<file path="src/rtl/striping_seq_pkg.sv">
// Shared encodings and default byte values for the phy_tx lane striping sequencer.
package striping_seq_pkg;

    localparam logic [1:0] StSync   = 2'd0;
    localparam logic [1:0] StActive = 2'd1;
    localparam logic [1:0] StPad    = 2'd2;

    localparam logic [7:0] DefSyncByte = 8'hBC;
    localparam logic [7:0] DefPadByte  = 8'h7C;

endpackage

</file>
<file path="src/rtl/striping_sync_gen.sv">
// SYNC burst byte counter: counts emitted SYNC bytes, holds on lane stalls,
// and raises a one-cycle done pulse on the edge that emits the last byte.
module striping_sync_gen #(
    parameter int unsigned SyncLen = 4
) (
    input  logic clk_i,
    input  logic rst_ni,
    input  logic active_i,
    input  logic lane_ok_i,
    output logic emit_o,
    output logic done_o
);

    localparam int unsigned CntW = (SyncLen > 1) ? $clog2(SyncLen) : 1;

    logic [CntW-1:0] cnt_q, cnt_d;

    assign emit_o = active_i && lane_ok_i;
    assign done_o = emit_o && (cnt_q == CntW'(SyncLen - 1));

    always_comb begin
        cnt_d = cnt_q;
        if (done_o) begin
            cnt_d = '0;
        end else if (emit_o) begin
            cnt_d = cnt_q + 1'b1;
        end
    end

    always_ff @(posedge clk_i or negedge rst_ni) begin
        if (!rst_ni) begin
            cnt_q <= '0;
        end else begin
            cnt_q <= cnt_d;
        end
    end

endmodule

</file>
<file path="src/rtl/striping_seq.sv">
// Sequencer ahead of the 2-lane byte striper: SYNC bursts, alternating lane
// steering, odd-burst padding on lane 1 and periodic resync.
module striping_seq
    import striping_seq_pkg::*;
#(
    parameter logic [7:0]  SYNC_BYTE     = DefSyncByte,
    parameter logic [7:0]  PAD_BYTE      = DefPadByte,
    parameter int unsigned SYNC_LEN      = 4,
    parameter int unsigned RESYNC_PERIOD = 256
) (
    input  logic        clk_2f,
    input  logic        reset,
    input  logic        valid_in,
    input  logic [7:0]  data_in,
    input  logic        lane_ready_0,
    input  logic        lane_ready_1,
    output logic        ready_out,
    output logic        valid_out,
    output logic [7:0]  data_out,
    output logic        lane_sel,
    output logic        link_up,
    output logic [15:0] pair_cnt
);

    logic [1:0]  state_q, state_d;
    logic        valid_q, valid_d;
    logic [7:0]  data_q, data_d;
    logic        lane_sel_q, lane_sel_d;
    logic        lane_ptr_q, lane_ptr_d;
    logic        link_up_q, link_up_d;
    logic [15:0] pair_cnt_q, pair_cnt_d;
    logic [15:0] resync_cnt_q, resync_cnt_d;

    logic lane_ok;
    logic resync_due;
    logic accept;
    logic close_pair;
    logic sync_emit;
    logic sync_done;

    // lane_ptr is the lane the next byte goes to; lane_sel reports the lane of
    // data_out when valid, otherwise the lane currently being waited on.
    assign lane_ok    = lane_ptr_q ? lane_ready_1 : lane_ready_0;
    assign resync_due = (RESYNC_PERIOD != 0) && (resync_cnt_q == 16'(RESYNC_PERIOD));
    assign ready_out  = (state_q == StActive) && lane_ok && !resync_due;
    assign accept     = valid_in && ready_out;

    striping_sync_gen #(
        .SyncLen (SYNC_LEN)
    ) u_sync_gen (
        .clk_i     (clk_2f),
        .rst_ni    (reset),
        .active_i  (state_q == StSync),
        .lane_ok_i (lane_ok),
        .emit_o    (sync_emit),
        .done_o    (sync_done)
    );

    always_comb begin
        state_d      = state_q;
        valid_d      = 1'b0;
        data_d       = data_q;
        lane_ptr_d   = lane_ptr_q;
        link_up_d    = link_up_q;
        pair_cnt_d   = pair_cnt_q;
        resync_cnt_d = resync_cnt_q;
        close_pair   = 1'b0;

        case (state_q)
            StSync: begin
                if (sync_emit) begin
                    valid_d    = 1'b1;
                    data_d     = SYNC_BYTE;
                    lane_ptr_d = ~lane_ptr_q;
                end
                if (sync_done) begin
                    state_d    = StActive;
                    link_up_d  = 1'b1;
                    lane_ptr_d = 1'b0;
                end
            end
            StActive: begin
                if (resync_due && !lane_ptr_q) begin
                    state_d      = StSync;
                    resync_cnt_d = '0;
                end else if (accept) begin
                    valid_d    = 1'b1;
                    data_d     = data_in;
                    lane_ptr_d = ~lane_ptr_q;
                    close_pair = lane_ptr_q;
                end else if (lane_ptr_q && !valid_in) begin
                    state_d = StPad;
                end
            end
            StPad: begin
                if (lane_ready_1) begin
                    valid_d    = 1'b1;
                    data_d     = PAD_BYTE;
                    lane_ptr_d = 1'b0;
                    close_pair = 1'b1;
                    state_d    = StActive;
                end
            end
            default: state_d = StSync;
        endcase

        if (close_pair) begin
            pair_cnt_d   = pair_cnt_q + 16'd1;
            resync_cnt_d = resync_cnt_q + 16'd1;
        end

        lane_sel_d = valid_d ? lane_ptr_q : lane_ptr_d;
    end

    always_ff @(posedge clk_2f or negedge reset) begin
        if (!reset) begin
            state_q      <= StSync;
            valid_q      <= 1'b0;
            data_q       <= 8'h00;
            lane_sel_q   <= 1'b0;
            lane_ptr_q   <= 1'b0;
            link_up_q    <= 1'b0;
            pair_cnt_q   <= 16'h0000;
            resync_cnt_q <= 16'h0000;
        end else begin
            state_q      <= state_d;
            valid_q      <= valid_d;
            data_q       <= data_d;
            lane_sel_q   <= lane_sel_d;
            lane_ptr_q   <= lane_ptr_d;
            link_up_q    <= link_up_d;
            pair_cnt_q   <= pair_cnt_d;
            resync_cnt_q <= resync_cnt_d;
        end
    end

    assign valid_out = valid_q;
    assign data_out  = data_q;
    assign lane_sel  = lane_sel_q;
    assign link_up   = link_up_q;
    assign pair_cnt  = pair_cnt_q;

endmodule
</file>
<file path="config.mk">
export PLATFORM = sky130hd
export DESIGN_NAME = striping_seq
export DESIGN_NICKNAME = d
export VERILOG_FILES = /design/src/rtl/striping_seq_pkg.sv /design/src/rtl/striping_sync_gen.sv /design/src/rtl/striping_seq.sv
export SDC_FILE = /design/constraint.sdc
export NUM_CORES = 1
export LEC_CHECK = 0
export BUFFER_PORTS_ARGS = -buffer_cell sky130_fd_sc_hd__buf_2
export CAP_MARGIN = 25
export CORE_ASPECT_RATIO = 1.5
export CORE_MARGIN = 2
export CORE_UTILIZATION = 44
export CTS_CLUSTER_SIZE = 24
export DETAILED_ROUTE_END_ITERATION = 16
export PLACE_DENSITY = 0.73
export SYNTH_ARGS = -nofsm -noshare
export SYNTH_HDL_FRONTEND = slang
export SYNTH_HIERARCHICAL = 1
export SYNTH_SLANG_ARGS = --single-unit
</file>
<file path="constraint.sdc">
create_clock -name clk_2f -period 3.05 [get_ports clk_2f]
set_input_delay 0.61 -clock clk_2f [delete_from_list [all_inputs] [get_ports clk_2f]]
set_output_delay 0.61 -clock clk_2f [all_outputs]
set_load 0.03 [all_outputs]
</file>
==> impl_metrics.prom <==
# TYPE chip_impl_metric gauge
chip_impl_metric{name="remaining_global_route_overflow",unit=""} 0
chip_impl_metric{name="die-area",unit="sq mm"} 0.006268
chip_impl_metric{name="cells_after_dpl",unit=""} 345
chip_impl_metric{name="largest_voltage_drop_on_the_vdd_net",unit="mV"} 0.2694
chip_impl_metric{name="power_per_cell_area",unit="mW/mm^2"} 783.7
chip_impl_metric{name="clock-skew-final",unit="ns"} 0.007017
chip_impl_info{name="crit_path_end",value="pair_cnt[9]"} 1
chip_impl_metric{name="p_int",unit="mW"} 1.411
chip_impl_metric{name="drt_first_pass_iters",unit=""} 6
chip_impl_metric{name="setup_slack",unit="ns"} 0.5548
chip_impl_metric{name="port_buffers",unit=""} 40
chip_impl_metric{name="placement.setup.worst_slack",unit="ns"} 0.5422
chip_impl_metric{name="synth.mux.area_fraction",unit="%"} 3.833
chip_impl_metric{name="post_cts_hold_fix_bufs",unit=""} 0
chip_impl_info{name="reg2reg_to",value="pair_cnt[9]"} 1
chip_impl_metric{name="stdcell_area",unit="sq mm"} 0.002900
chip_impl_info{name="setup.worst_path.class",value="reg2reg"} 1
chip_impl_metric{name="async_reset_ff_share",unit="%"} 100.0
chip_impl_metric{name="worstRegToRegCells",unit=""} 11
chip_impl_metric{name="ys_ff_latch",unit=""} 48
chip_impl_metric{name="report.power.total",unit="mW"} 2.273
chip_impl_metric{name="share_seq_of_total_power",unit="%"} 38.9
chip_impl_info{name="cts_root_buffer",value="clkbuf_8"} 1
chip_impl_metric{name="fmaxAchievable",unit="MHz"} 400.8
chip_impl_metric{name="postCtsSetupBuffers",unit=""} 0
chip_impl_metric{name="cts.path.max_buffers",unit=""} 2
chip_impl_metric{name="via_per_inst",unit=""} 5.414
chip_impl_metric{name="chipHeight",unit="um"} 95.97
chip_impl_metric{name="antenna_found_initial",unit=""} 0
chip_impl_info{name="synthFlopType",value="dfrtp_1"} 1
chip_impl_metric{name="first_iter_violations",unit=""} 94
chip_impl_metric{name="final_net_count",unit=""} 305
chip_impl_metric{name="final_min_period_over_clock_period",unit="%"} 81.81
chip_impl_metric{name="min_period",unit="ns"} 2.495
chip_impl_info{name="run_status",value="completed"} 1
chip_impl_metric{name="fillCellCount",unit=""} 511
chip_impl_info{name="tritoncts",value="built"} 1
chip_impl_metric{name="synth_area_per_cell",unit="sq um"} 10.51
chip_impl_info{name="critical_path.endpoint_type",value="flop"} 1
chip_impl_metric{name="synth_area_in_simple_gates",unit="%"} 19.01
chip_impl_metric{name="floorplan.die.width",unit="um"} 65.32
chip_impl_metric{name="finalHoldViolCount",unit=""} 0
chip_impl_info{name="crit_path_start",value="resync_cnt_q[0]"} 1
chip_impl_metric{name="net_switching",unit="uW"} 862.3
chip_impl_metric{name="static-leakage-power",unit="nW"} 1.439
chip_impl_info{name="timing.rr.start",value="resync_cnt_q[0]"} 1
chip_impl_metric{name="netlist_area",unit="sq mm"} 0.002481
chip_impl_metric{name="clk_transition_reported_paths",unit="ns"} 0.09
chip_impl_metric{name="total_detailed_routing_wirelength",unit="um"} 5107
chip_impl_metric{name="p_comb_share",unit="%"} 39.1
chip_impl_metric{name="grt_pass1_vias",unit=""} 1990
chip_impl_metric{name="dpl_cell_area",unit="sq mm"} 0.002774
chip_impl_metric{name="area.growth.synth_to_final",unit="%"} 16.89
chip_impl_metric{name="cts_inserted_buffers",unit=""} 5
chip_impl_metric{name="avg_wl_per_cell",unit="um"} 14.47
chip_impl_metric{name="grt_start_max_net_pins",unit=""} 30
chip_impl_metric{name="synth_warnings",unit=""} 6
chip_impl_metric{name="worst_ep_required_time",unit="ns"} 3.24
chip_impl_metric{name="detailroute.wirelength.met2",unit="um"} 2889
chip_impl_metric{name="ctsResizeCount",unit=""} 0
chip_impl_metric{name="initial_utilization",unit="%"} 45.52
chip_impl_metric{name="number_of_synthesized_flops_with_an_enable_pin",unit=""} 0
chip_impl_metric{name="synth_compound_gate_area_share",unit="%"} 11.90
chip_impl_metric{name="worst-r2r-setup-slack",unit="ns"} 0.55
chip_impl_metric{name="share_clk_of_total_power",unit="%"} 22.0
chip_impl_metric{name="dr_wl_met3",unit="um"} 105
chip_impl_info{name="cp_top_family",value="simple AND/OR/NAND/NOR gates"} 1
chip_impl_info{name="cp_cell_sequence",value="inv_1 -> ha_1 -> nor4bb_1 -> nand4_1 -> nand4_1 -> inv_2 -> ha_1 -> and3_1 -> a41oi_1 -> nor2_1 -> xor2_1"} 1
chip_impl_metric{name="vias",unit=""} 1911
chip_impl_metric{name="worst_margin_slew",unit="ns"} 0.4972
chip_impl_metric{name="cts.htree.levels",unit=""} 2
chip_impl_metric{name="core_area",unit="sq mm"} 0.005450
chip_impl_metric{name="pin_count",unit=""} 41
chip_impl_metric{name="gr-usage-all-layers",unit="%"} 18.08
chip_impl_metric{name="post_synth_num_cell_types",unit=""} 46
chip_impl_metric{name="power.switching_fraction",unit="%"} 37.94
chip_impl_metric{name="globalplace.congestion",unit=""} 0.8666
chip_impl_info{name="rsz0062_at_grt",value="no"} 1
chip_impl_metric{name="postSynthNetCount",unit=""} 259
chip_impl_metric{name="data_arrival_time_at_the_worst_slack_endpoint",unit="ns"} 2.69
chip_impl_metric{name="cap_viol_max_count",unit=""} 0
chip_impl_info{name="min-delay-path-class",value="in2async"} 1
chip_impl_metric{name="yosys.area_share.adder",unit="%"} 5.043
chip_impl_metric{name="grt_first_pass_wirelength",unit="um"} 8894
chip_impl_metric{name="timing.critical_path.fanout_max",unit=""} 6
chip_impl_metric{name="critPathMaxStageDelay",unit="ns"} 0.47
chip_impl_metric{name="seq_total_area_yosys",unit="%"} 48.41
chip_impl_metric{name="timing.setup.tns",unit="ns"} 0
chip_impl_metric{name="postSynthCellCount",unit=""} 236
chip_impl_metric{name="slew-limit-headroom",unit="%"} 66.42
chip_impl_info{name="combinational_family_with_the_most_area_after_synthesis",value="simple AND/OR/NAND/NOR gates"} 1
chip_impl_metric{name="crit_cells",unit=""} 11
chip_impl_metric{name="worstSkewPairLatency",unit="ns"} 0.31
chip_impl_metric{name="clkSinkCount",unit=""} 48
chip_impl_metric{name="final_cell_count_no_fill",unit=""} 353
chip_impl_metric{name="ant_diodes",unit=""} 0
chip_impl_metric{name="final_layout_size_suffix_gt1_share",unit="%"} 21.55
chip_impl_metric{name="maxSlewViolCount",unit=""} 0
chip_impl_metric{name="route.layer.met1.wl",unit="um"} 2026
chip_impl_metric{name="synth_area_in_xor_xnor",unit="%"} 8.472
chip_impl_metric{name="critical_path_buf_inv_count",unit=""} 2
chip_impl_info{name="topRoutingLayerUsed",value="met4"} 1
chip_impl_metric{name="setup-violations-final",unit=""} 0
chip_impl_info{name="worst_path_max_delay_cell",value="a41oi_1"} 1
chip_impl_metric{name="place_hpwl",unit="um"} 3882
chip_impl_metric{name="drc_errors",unit=""} 0
chip_impl_metric{name="ant_nets_after_route",unit=""} 0
chip_impl_info{name="critical_path.startpoint_type",value="flop"} 1
chip_impl_metric{name="std_cell_rows",unit=""} 33
## layer usage
| metal | vias up | track usage (%) |
|---|---|---|
| met5 | - | 0 |
| met4 | 0 | 6.771 |
| met3 | 9 | 3.275 |
| met2 | 21 | 33.33 |
| met1 | 952 | 20.54 |
| li1 | 929 | - |
## Yosys cell counts, drive strengths merged, types with 3 or more instances
cell	count	area (sq um)
dfrtp	48	1201
nand3	15	75.07
inv	14	52.55
nand2	14	55.06
nor2	14	52.55
xnor2	13	113.9
a21oi	11	58.81
xor2	11	96.34
and3	10	63.81
ha	10	125.1
o21ai	9	45.04
nand4	8	50.05
mux2	6	75.07
nor2b	6	37.54
a2bb2oi	5	43.79
nor3	5	25.02
a31oi	4	25.02
nor4	4	46.29
a21o	3	22.52
buf	3	26.27
nand2b	3	18.77
## layout by cell type, fill, tap and decap left out, types with 2 or more instances in the layout
cell type   n
o21ai_1     7
nand3_1    15
mux2_4      2
a21oi_1    10
nor2_1     14
mux2_1      3
nor3_1      5
nand2b_1    3
and4_1      2
dfrtp_1    48
nor4_1      2
a21o_1      3
buf_2      40
clkbuf_8    7
mux2i_1     2
nand2_1    13
ha_1       10
nand4_1     8
a41oi_1     2
xnor2_1    13
xor2_1     11
inv_1      13
o21ai_0     2
a31oi_1     4
buf_4       2
a2bb2oi_1   5
o211ai_1    2
and3_1      9
o2bb2ai_1   2
nor2b_1     6
## layout make-up
class                   count  area (sq um)  area share [%]
flip-flops and latches     48          1201           41.41
repair buffers             43         235.2           8.110
clock inverters             1         30.03           1.035
well taps                  70         87.58           3.020
clock buffers               7         96.34           3.322
inverters                  14         52.55           1.812
multi-input cells         170          1197           41.29
## cells by family (layout without fill, tap and decap cells)
logic type | Yosys count | count (layout)
DFF | 48 | 48
muxes | 8 | 8
and+or+nand+nor | 84 | 84
buffers and inverters | 18 | 65
adders and majority gates | 10 | 10
xor gates and xnor gates | 24 | 24
AOI/OAI and AO/OA | 44 | 44
## power groups by stage
stage	registers, mW	logic (mW)	clock network, mW
after floorplan	1.02	0.521	0
after global placement	0.889	0.859	0
after detailed placement	0.896	0.893	0
after CTS	0.885	0.897	0.514
after global routing	0.909	0.989	0.533
final	0.885	0.889	0.499
## metrics by stage
stage / hold WS [ns] / utilization [%]
floorplan: 0.3144 / -
global placement: 0.4389 / 50.53
detailed placement: 0.4498 / 50.90
CTS: 0.2657 / 53.21
global route: 0.2888 / 53.21
finish: 0.2510 / 53.21
## sequential cells by signal (all words and copies together) (netlist names)
register,cells
data_out,8
lane_ptr_q,1
lane_sel,1
link_up,1
pair_cnt,16
resync_cnt_q,16
state_q,2
u_sync_gen/cnt_q,2
valid_out,1
## worst min-delay path by stage
stage / startpoint / endpoint / cells past startpoint
after floorplan: reset / data_out[0] / 0
after global placement: link_up / link_up / 1
after detailed placement: link_up / link_up / 1
after CTS: reset / resync_cnt_q[15] / 1
after global routing: reset / resync_cnt_q[8] / 1
final: reset / pair_cnt[0] / 1
Power figures use the tool's default switching activity.
